`config.mk`:
```
export PLATFORM = sky130hd
export DESIGN_NAME = gray_conv_rr_scheduler_flat
export DESIGN_NICKNAME = d
export VERILOG_FILES = /design/src/rtl/gray_conv_rr_scheduler_pkg.sv /design/src/rtl/gray_conv_rr_scheduler_if.sv /design/src/rtl/binary_to_graycode.sv /design/src/rtl/gray_conv_rr_scheduler_rr_arbiter.sv /design/src/rtl/gray_conv_rr_scheduler.sv /design/src/flat_wrapper.sv
export SDC_FILE = /design/constraint.sdc
export NUM_CORES = 1
export LEC_CHECK = 0
export BUFFER_PORTS_ARGS = -buffer_cell sky130_fd_sc_hd__buf_2
export CAP_MARGIN = 20
export CORE_ASPECT_RATIO = 1.4
export CORE_UTILIZATION = 26
export DETAILED_ROUTE_END_ITERATION = 10
export PLACE_DENSITY_LB_ADDON = 0.2
export SETUP_SLACK_MARGIN = 0.15
export SYNTH_ARGS = -nofsm -noshare
export SYNTH_HDL_FRONTEND = slang
export SYNTH_SLANG_ARGS = --single-unit
```
`constraint.sdc`:
```
create_clock -name clk -period 2.9 [get_ports clk]
set_input_delay 0.145 -clock clk [delete_from_list [all_inputs] [get_ports clk]]
set_output_delay 0.145 -clock clk [all_outputs]
set_load 0.1 [all_outputs]
```
`src/rtl/gray_conv_rr_scheduler_pkg.sv`:
```
// Shared constants and helpers for the round-robin Gray-code scheduler.
package gray_sched_pkg;

    localparam int N_DEF       = 8;
    localparam int NUM_REQ_DEF = 4;

    // Index width that never collapses to zero bits
    function automatic int clog2_safe(input int v);
        return (v <= 2) ? 1 : $clog2(v);
    endfunction

endpackage

```
`src/rtl/gray_conv_rr_scheduler_if.sv`:
```
// Requester and downstream handshake bundle for the Gray-code scheduler.
interface gray_conv_rr_scheduler_if #(
    parameter int N       = gray_sched_pkg::N_DEF,
    parameter int NUM_REQ = gray_sched_pkg::NUM_REQ_DEF
);
    import gray_sched_pkg::*;

    localparam int ID_W = clog2_safe(NUM_REQ);

    logic [NUM_REQ-1:0]   req_valid;
    logic [NUM_REQ-1:0]   req_ready;
    logic [NUM_REQ*N-1:0] req_data;
    logic                 out_valid;
    logic                 out_ready;
    logic [N-1:0]         out_gray;
    logic [ID_W-1:0]      out_id;

    modport master (
        input  req_valid, req_data, out_ready,
        output req_ready, out_valid, out_gray, out_id
    );

    modport slave (
        output req_valid, req_data, out_ready,
        input  req_ready, out_valid, out_gray, out_id
    );

endinterface

```
`src/rtl/binary_to_graycode.sv`:
```
// Combinational N-bit binary to reflected Gray code converter.
module binary_to_graycode #(
    parameter int N = 8
) (
    input  logic [N-1:0] bin,
    output logic [N-1:0] gray
);

    assign gray = bin ^ (bin >> 1);

endmodule

```
`src/rtl/gray_conv_rr_scheduler_rr_arbiter.sv`:
```
// Combinational round-robin arbiter; searches from last+1 upward with wrap.
module rr_arbiter
    import gray_sched_pkg::*;
#(
    parameter int NUM_REQ = NUM_REQ_DEF
) (
    input  logic [NUM_REQ-1:0]                 req,
    input  logic                               en,
    input  logic [clog2_safe(NUM_REQ)-1:0]     last,
    output logic [NUM_REQ-1:0]                 grant,
    output logic [clog2_safe(NUM_REQ)-1:0]     grant_idx
);

    localparam int IW = clog2_safe(NUM_REQ);

    typedef logic [IW:0] wide_t;

    wide_t idx;
    logic  found;

    // Extra bit keeps last+k exact before the modulo for any NUM_REQ
    always_comb begin
        grant     = '0;
        grant_idx = '0;
        found     = 1'b0;
        idx       = '0;
        for (int k = 1; k <= NUM_REQ; k++) begin
            idx = {1'b0, last} + wide_t'(k);
            if (idx >= wide_t'(NUM_REQ)) begin
                idx = idx - wide_t'(NUM_REQ);
            end
            if (en && !found && req[idx[IW-1:0]]) begin
                found                 = 1'b1;
                grant[idx[IW-1:0]]    = 1'b1;
                grant_idx             = idx[IW-1:0];
            end
        end
    end

endmodule

```
`src/rtl/gray_conv_rr_scheduler.sv`:
```
// Round-robin sharing of one binary-to-Gray converter among NUM_REQ clients,
// with a single registered output slot tagged by requester index.
module gray_conv_rr_scheduler
    import gray_sched_pkg::*;
#(
    parameter int N       = N_DEF,
    parameter int NUM_REQ = NUM_REQ_DEF
) (
    input logic                      clk,
    input logic                      rst,
    gray_conv_rr_scheduler_if.master bus
);

    localparam int ID_W = clog2_safe(NUM_REQ);

    logic [NUM_REQ-1:0] grant;
    logic [ID_W-1:0]    grant_idx;
    logic [ID_W-1:0]    rr_last;
    logic               load;
    logic               accept;
    logic [N-1:0]       sel_data;
    logic [N-1:0]       sel_gray;
    logic               valid_q;
    logic [N-1:0]       gray_q;
    logic [ID_W-1:0]    id_q;

    assign load = ~valid_q | bus.out_ready;

    // Gating with rst keeps req_ready low for the whole reset pulse
    rr_arbiter #(.NUM_REQ(NUM_REQ)) u_arb (
        .req       (bus.req_valid),
        .en        (load & ~rst),
        .last      (rr_last),
        .grant     (grant),
        .grant_idx (grant_idx)
    );

    assign accept   = |grant;
    assign sel_data = bus.req_data[grant_idx*N +: N];

    binary_to_graycode #(.N(N)) u_conv (
        .bin  (sel_data),
        .gray (sel_gray)
    );

    always_ff @(posedge clk or posedge rst) begin
        if (rst) begin
            valid_q <= 1'b0;
            gray_q  <= '0;
            id_q    <= '0;
            rr_last <= ID_W'(NUM_REQ - 1);
        end else if (accept) begin
            valid_q <= 1'b1;
            gray_q  <= sel_gray;
            id_q    <= grant_idx;
            rr_last <= grant_idx;
        end else if (bus.out_ready) begin
            valid_q <= 1'b0;
        end
    end

    assign bus.req_ready = grant;
    assign bus.out_valid = valid_q;
    assign bus.out_gray  = gray_q;
    assign bus.out_id    = id_q;

endmodule
```
`src/flat_wrapper.sv`:
```
// flat-port wrapper written by rule: the top's interface ports become plain ports
module gray_conv_rr_scheduler_flat import gray_sched_pkg::*;
#(
    parameter int N       = N_DEF,
    parameter int NUM_REQ = NUM_REQ_DEF
)
  (clk, rst, bus_req_valid, bus_req_data, bus_out_ready, bus_req_ready, bus_out_valid, bus_out_gray, bus_out_id);
  gray_conv_rr_scheduler_if #(.N(N), .NUM_REQ(NUM_REQ)) bus_i ();
  input logic clk;
  input logic rst;
  input wire logic [$bits(bus_i.req_valid)-1:0] bus_req_valid;
  input wire logic [$bits(bus_i.req_data)-1:0] bus_req_data;
  input wire logic [$bits(bus_i.out_ready)-1:0] bus_out_ready;
  output wire logic [$bits(bus_i.req_ready)-1:0] bus_req_ready;
  output wire logic [$bits(bus_i.out_valid)-1:0] bus_out_valid;
  output wire logic [$bits(bus_i.out_gray)-1:0] bus_out_gray;
  output wire logic [$bits(bus_i.out_id)-1:0] bus_out_id;
  assign bus_i.req_valid = bus_req_valid;
  assign bus_i.req_data = bus_req_data;
  assign bus_i.out_ready = bus_out_ready;
  assign bus_req_ready = bus_i.req_ready;
  assign bus_out_valid = bus_i.out_valid;
  assign bus_out_gray = bus_i.out_gray;
  assign bus_out_id = bus_i.out_id;
  gray_conv_rr_scheduler #(.N(N), .NUM_REQ(NUM_REQ)) u_core (.clk(clk), .rst(rst), .bus(bus_i));
endmodule
```
==> metrics.txt, run 1 <==
Hold WS 217 ps; flops & latches, synth 13; syn nets 172; post-synth cell types 32; most frequent cells in the layout buf_2, mux2i_1, buf_4; CP Class flop to flop; Final Critical Period 2840 ps; DR DRC count 0; CTS Sinks 13; Final HPWL DP 2660 µm; via count 1312; clk slew on worst S/H paths 50 ps; post-synthesis sequential area ratio 25.5%; pin count of the biggest net entering global routing 15; synth warn 0; number of flops mapped to enable cells by yosys 0; Final setup viols 0; status finished, final reports clean; DR WL/cell 13.2 µm; input/output buffers 53; fraction of layout cells with a size suffix above 1 66.0%; cell internal pwr 0.00128 W; synth-to-layout area growth 77.6%; max-cap violation count 0; Initial Utilization 27.7%; most common cell after layout, fill and taps aside buf_2; vias in the first global route 1351; 1st-pass router iterations 4; Pwr Density 1180 nW/µm²; antenna fix cells 0; Max clock buf depth 2; Via density 4.84; initial antenna violation count 0; Syn Area/Cell 10.3 µm²; predominant post-synthesis flop cell dfrtp_1; Die ar. 5240 µm²; sw frac 52.5%; slew margin rel. 67.3%; Filler cells 465; Clock Latency Late Sink 240 ps; Final Hold Vio Count 0; Hold WC Path Type primary input to flop; Slew Limit Fails 0; first-pass GRT wire length 5710 µm; Leakage Power 1.13 nW; Critical Path End Type flop; Clock Skews 1.86 ps; nets 257; CTS Buf Count 3; core area 4640 µm²; CP startpoint kind flop; worst path arrival time 2970 ps; cell row count 29; Iteration-0 DRC Markers 24; Worst VDD drop 0.713 mV; Root Buffer clkbuf_8; NetSw 0.00141 W; WP data required 3020 ps; All-Layer GR Usage 14.3%; actual slew at the worst max-slew pin 493 ps; die height 85.2 µm; Detailed Route WL 3570 µm; ys async rst share 100%; CTS tree done; Layout Utilization 49.2%; Die W 61.4 µm; fin crit share 98.1%; unrepaired setup endpoints after global routing yes; total grt overflow 0; Clock Power Share 5.8%; Flop pwr share 12.1%; area of the mapped netlist 1290 µm²; fmax 352 MHz; I/O pins 54; gpl congestion 0.908; CP Max Fanout 6; Cells after Synth 125; Comb power frac 82.1%; depth of the CTS H-tree 1; Detail Route Antenna Nets 0
==> final timing paths <==
path / from / end / slack [ps] / cells after the start
worst max-delay path: u_core.rr_last[0] / u_core.bus.out_gray[6] / 60 / 10
worst min-delay path: bus_out_ready / u_core.bus.out_valid / 220 / 3
worst max register to register: u_core.rr_last[0] / u_core.bus.out_gray[6] / 60 / 10
worst min register to register: u_core.bus.out_gray[5] / u_core.bus.out_gray[5] / 470 / 2
max in group asynchronous: rst / u_core.rr_last[1] / 2190 / 4
min in group asynchronous: rst / u_core.bus.out_gray[4] / 480 / 4
==> through the flow <==
stage / setup WS (ps) / setup TNS [ps] / cell area (µm²) / std cells / total power [W]
after floorplan: -205 / -1520 / 1390 / 125 / 0.00171
after global placement: -4.77 / -4.77 / 1870 / 250 / 0.00206
after detailed placement: -62.7 / -98.3 / 1870 / 250 / 0.00208
after CTS: 41.4 / 0 / 2110 / 265 / 0.00244
after global routing: -32.8 / -118 / 2280 / 271 / 0.00283
final: 56.1 / 0 / 2280 / 271 / 0.00269
==> what timing repair did <==
item                       in CTS  in global routing
setup buffers                   9                  4
setup endpoints to repair      17                 17
hold endpoints to repair       11                  0
gates resized for setup        22                 24
cloned                          1                  2
hold buffers                    1                  0
pin swaps                       5                 12
==> state kept, by name (all words and copies together) (netlist names) <==
| register | flops |
|---|---|
| u_core.bus.out_gray | 8 |
| u_core.bus.out_id | 2 |
| u_core.bus.out_valid | 1 |
| u_core.rr_last | 2 |
==> routing by layer <==
layer	global-route usage [%]	share of wire (%)	vias up	wire length (µm)
met5	0	0	-	0
met4	6.46	1.5	0	55
met3	2.74	5.2	6	186
met2	28.3	60	54	2160
met1	13.1	33	624	1170
li1	-	-	628	-
==> cell type report <==
type,instances,area (µm²),area share [%]
Multi-Input combinational cell,102,1120,49.1
Sequential cell,13,329,14.4
Clock buffer,4,45.0,1.97
Timing Repair Buffer,85,689,30.2
Inverter,5,21.3,0.931
Tap cell,62,77.6,3.40
==> synthesized netlist by cell type (2+ instances only) <==
cell type,count,share of area [%]
o21ai_1,5,1.9
mux2_2,10,8.8
buf_6,2,1.8
a211oi_1,2,1.2
xnor2_1,7,4.8
nand2_1,13,3.8
o21ai_0,7,2.7
mux2i_1,23,18
inv_1,5,1.5
nand2b_1,2,0.97
dfstp_2,2,4.1
ha_1,8,7.8
dfrtp_1,11,21
a22oi_1,8,4.7
buf_2,2,0.78
mux4_1,2,4.1
==> critical path, cell delays in order (launching register included) <==
cell and delay, ps:
dfstp_2 600, buf_12 130, mux4_2 500, nand2b_4 160
nor4_4 350, a21oi_4 160, clkbuf_16 190, mux2i_1 110
mux2_4 300, xnor2_2 160, o21ai_1 70
==> power by group through the flow <==
stage / Combinational [W] / Sequential [W] / Clock [W]
after floorplan: 0.000875 / 0.000832 / 0
after global placement: 0.00172 / 0.000335 / 0
after detailed placement: 0.00174 / 0.000334 / 0
after CTS: 0.00196 / 0.000325 / 0.000158
after global routing: 0.00232 / 0.000334 / 0.000170
final: 0.00221 / 0.000324 / 0.000156
==> logic make-up (layout without fill, tap and decap cells) <==
| family | count (synthesis) | in the layout | share of synthesized area, % |
|---|---|---|---|
| XOR/XNOR | 7 | 7 | 4.77 |
| adder cells (fa/ha/maj) | 8 | 8 | 7.78 |
| flip-flops | 13 | 13 | 25.5 |
| AO/OA/AOI/OAI | 28 | 28 | 14.7 |
| buffers and inverters | 10 | 94 | 4.28 |
| multiplexers | 36 | 36 | 32.5 |
| AND/OR/NAND/NOR | 23 | 23 | 10.5 |
Power figures use the tool's default switching activity.
==> inputs of run 2 (changes only) <==
--- a/config.mk
+++ b/config.mk
@@ -8,6 +8,7 @@
 export BUFFER_PORTS_ARGS = -buffer_cell sky130_fd_sc_hd__buf_2
 export CAP_MARGIN = 20
 export CORE_ASPECT_RATIO = 1.4
+export CORE_MARGIN = 2
 export CORE_UTILIZATION = 26
 export DETAILED_ROUTE_END_ITERATION = 10
 export PLACE_DENSITY_LB_ADDON = 0.2
==> metrics.txt, run 2 (synthesis gave the netlist of run 1 again) <==
status finished, final reports clean; Final Hold Vio Count 0; Slowest-stage cell, CP dfstp_2; gpl congestion 0.856; reg2reg setup slack 0.7 ps; 1st-pass router iterations 2; final setup margin 0.675 ps; actual slew at the worst max-slew pin 459 ps; core area 4800 µm²; Leakage Power 1.16 nW; CP Cell Sequence inv_4 > ha_4 > mux4_2 > buf_6 > nor4_4 > a21oi_4 > mux2i_1 > mux2_4 > xnor2_2 > mux2_2; CP Class flop to flop; synth-to-layout area growth 81.4%; most frequent cells in the layout buf_2, buf_4, mux2i_1; Hold WC Path Type primary input to flop; Initial Utilization 26.8%; Filler cells 496; CTS Buf Count 3; Hold WS 264 ps; Reg-to-Reg End u_core.bus.out_gray[0]; Slew Limit Fails 0; Non-Filler Instances 285; CP startpoint u_core.rr_last[0]; DR WL/cell 13.4 µm; Die W 63.4 µm; Die ar. 5530 µm²; Critical Path End Type flop; Largest register FFs 8; Final setup viols 0; fmax 345 MHz; max-cap violation count 0; Layout Utilization 48.6%; input/output buffers 53; pre-CTS setup slack -33.1 ps; Placed Cells 251; total grt overflow 0; Root Buffer clkbuf_8; CP startpoint kind flop; Final HPWL DP 2780 µm; Max clock buf depth 2; Detail Route Antenna Nets 0; die height 87.2 µm; RR Startpoint u_core.rr_last[0]; Worst VDD drop 0.651 mV; Pwr Density 1190 nW/µm²; worst path arrival time 3020 ps; DR DRC count 0; vias in the first global route 1438; worst r2r path cells 10; Clock Latency Late Sink 240 ps; pin count of the biggest net entering global routing 15; All-Layer GR Usage 14.3%; unrepaired setup endpoints after global routing yes; CTS Sinks 13; clk slew on worst S/H paths 60 ps; antenna fix cells 0; Via density 4.66; fin crit share 100%; Iteration-0 DRC Markers 8; Clock Skews 3.55 ps; most common cell after layout, fill and taps aside buf_2; nets 269; fraction of layout cells with a size suffix above 1 70.6%; Tot Pwr 0.00279 W; CP Max Fanout 4; initial antenna violation count 0; cell row count 30; first-pass GRT wire length 6330 µm; slew margin rel. 68.8%; WP data required 3020 ps; Critical Path End u_core.bus.out_gray[0]; CTS tree done; Final Critical Period 2900 ps; Detailed Route WL 3820 µm; via count 1327; I/O pins 54; critical path's largest stage delay 600 ps; depth of the CTS H-tree 1
run 2: cell types whose count changed in the layout (fill, tap and decap cells not counted), moves of 2 or more:
cell / before / now
o21ai_1: 7 / 4
clkbuf_16: 2 / 0
nand2_1: 11 / 8
inv_4: 1 / 3
a22oi_2: 8 / 6
a22oi_1: 0 / 2
mux2_2: 2 / 7
nand2_4: 0 / 2
mux2_4: 8 / 3
buf_6: 7 / 14
o21ai_2: 2 / 5
buf_4: 17 / 27
run 2: repair_timing:
action	CTS	global route
hold buffers	1	0
setup buffers	23	3
endpoints found under the hold margin	11	0
resized for setup	35	19
pin swaps	3	8
endpoints found under the setup margin	17	17
cloned	3	0
run 2: worst min-delay path by stage:
stage / from / endpoint / slack [ps] / cells past startpoint
after CTS: bus_out_ready / u_core.bus.out_valid / 270 / 3
after global placement: rst / u_core.bus.out_id[0] / 180 / 3
after global routing: bus_out_ready / u_core.bus.out_valid / 280 / 3
after detailed placement: rst / u_core.bus.out_id[0] / 180 / 3
final: bus_out_ready / u_core.bus.out_valid / 260 / 3
after floorplan: rst / u_core.bus.out_gray[0] / 40 / 1
run 2: worst max-delay path: cells and delay by family, from the launching register on:
kind	cells	cell delay [ps]
mux	4	1040
flops	1	600
fa+ha+maj	1	280
xor+xnor	1	150
buf+inv	2	200
simple gates	1	370
compound gates	1	140
run 2: per-stage QoR:
step           cell area, µm²  setup TNS (ps)
6_report                 2330               0
5_1_grt                  2330            -528
4_1_cts                  2240               0
3_5_place_dp             1870            -113
3_3_place_gp             1870               0
2_1_floorplan            1390           -1520
run 2: per-layer routing:
| metal | part of all wire (%) | up-vias | global-route usage (%) | routed length, µm |
|---|---|---|---|---|
| li1 | - | 655 | - | - |
| met1 | 35 | 624 | 14.0 | 1320 |
| met2 | 59 | 42 | 29.2 | 2240 |
| met3 | 4.6 | 6 | 1.81 | 175 |
| met4 | 2.2 | 0 | 6.32 | 86 |
| met5 | 0 | - | 0 | 0 |
run 2: power breakdown:
group          switching, W  total, W  internal (W)
sequential        0.0000584  0.000334      0.000276
combinational       0.00134   0.00229      0.000948
clock             0.0000627  0.000160     0.0000969
total               0.00147   0.00279       0.00132
run 2: layout make-up:
type	count	area, µm²	area share (%)
sequential	13	329	14.1
tap	64	80.1	3.43
timing repair buffer	97	731	31.3
inverter	5	26.3	1.13
multi-input combinational	102	1120	48.1
clock buffer	4	45.0	1.93
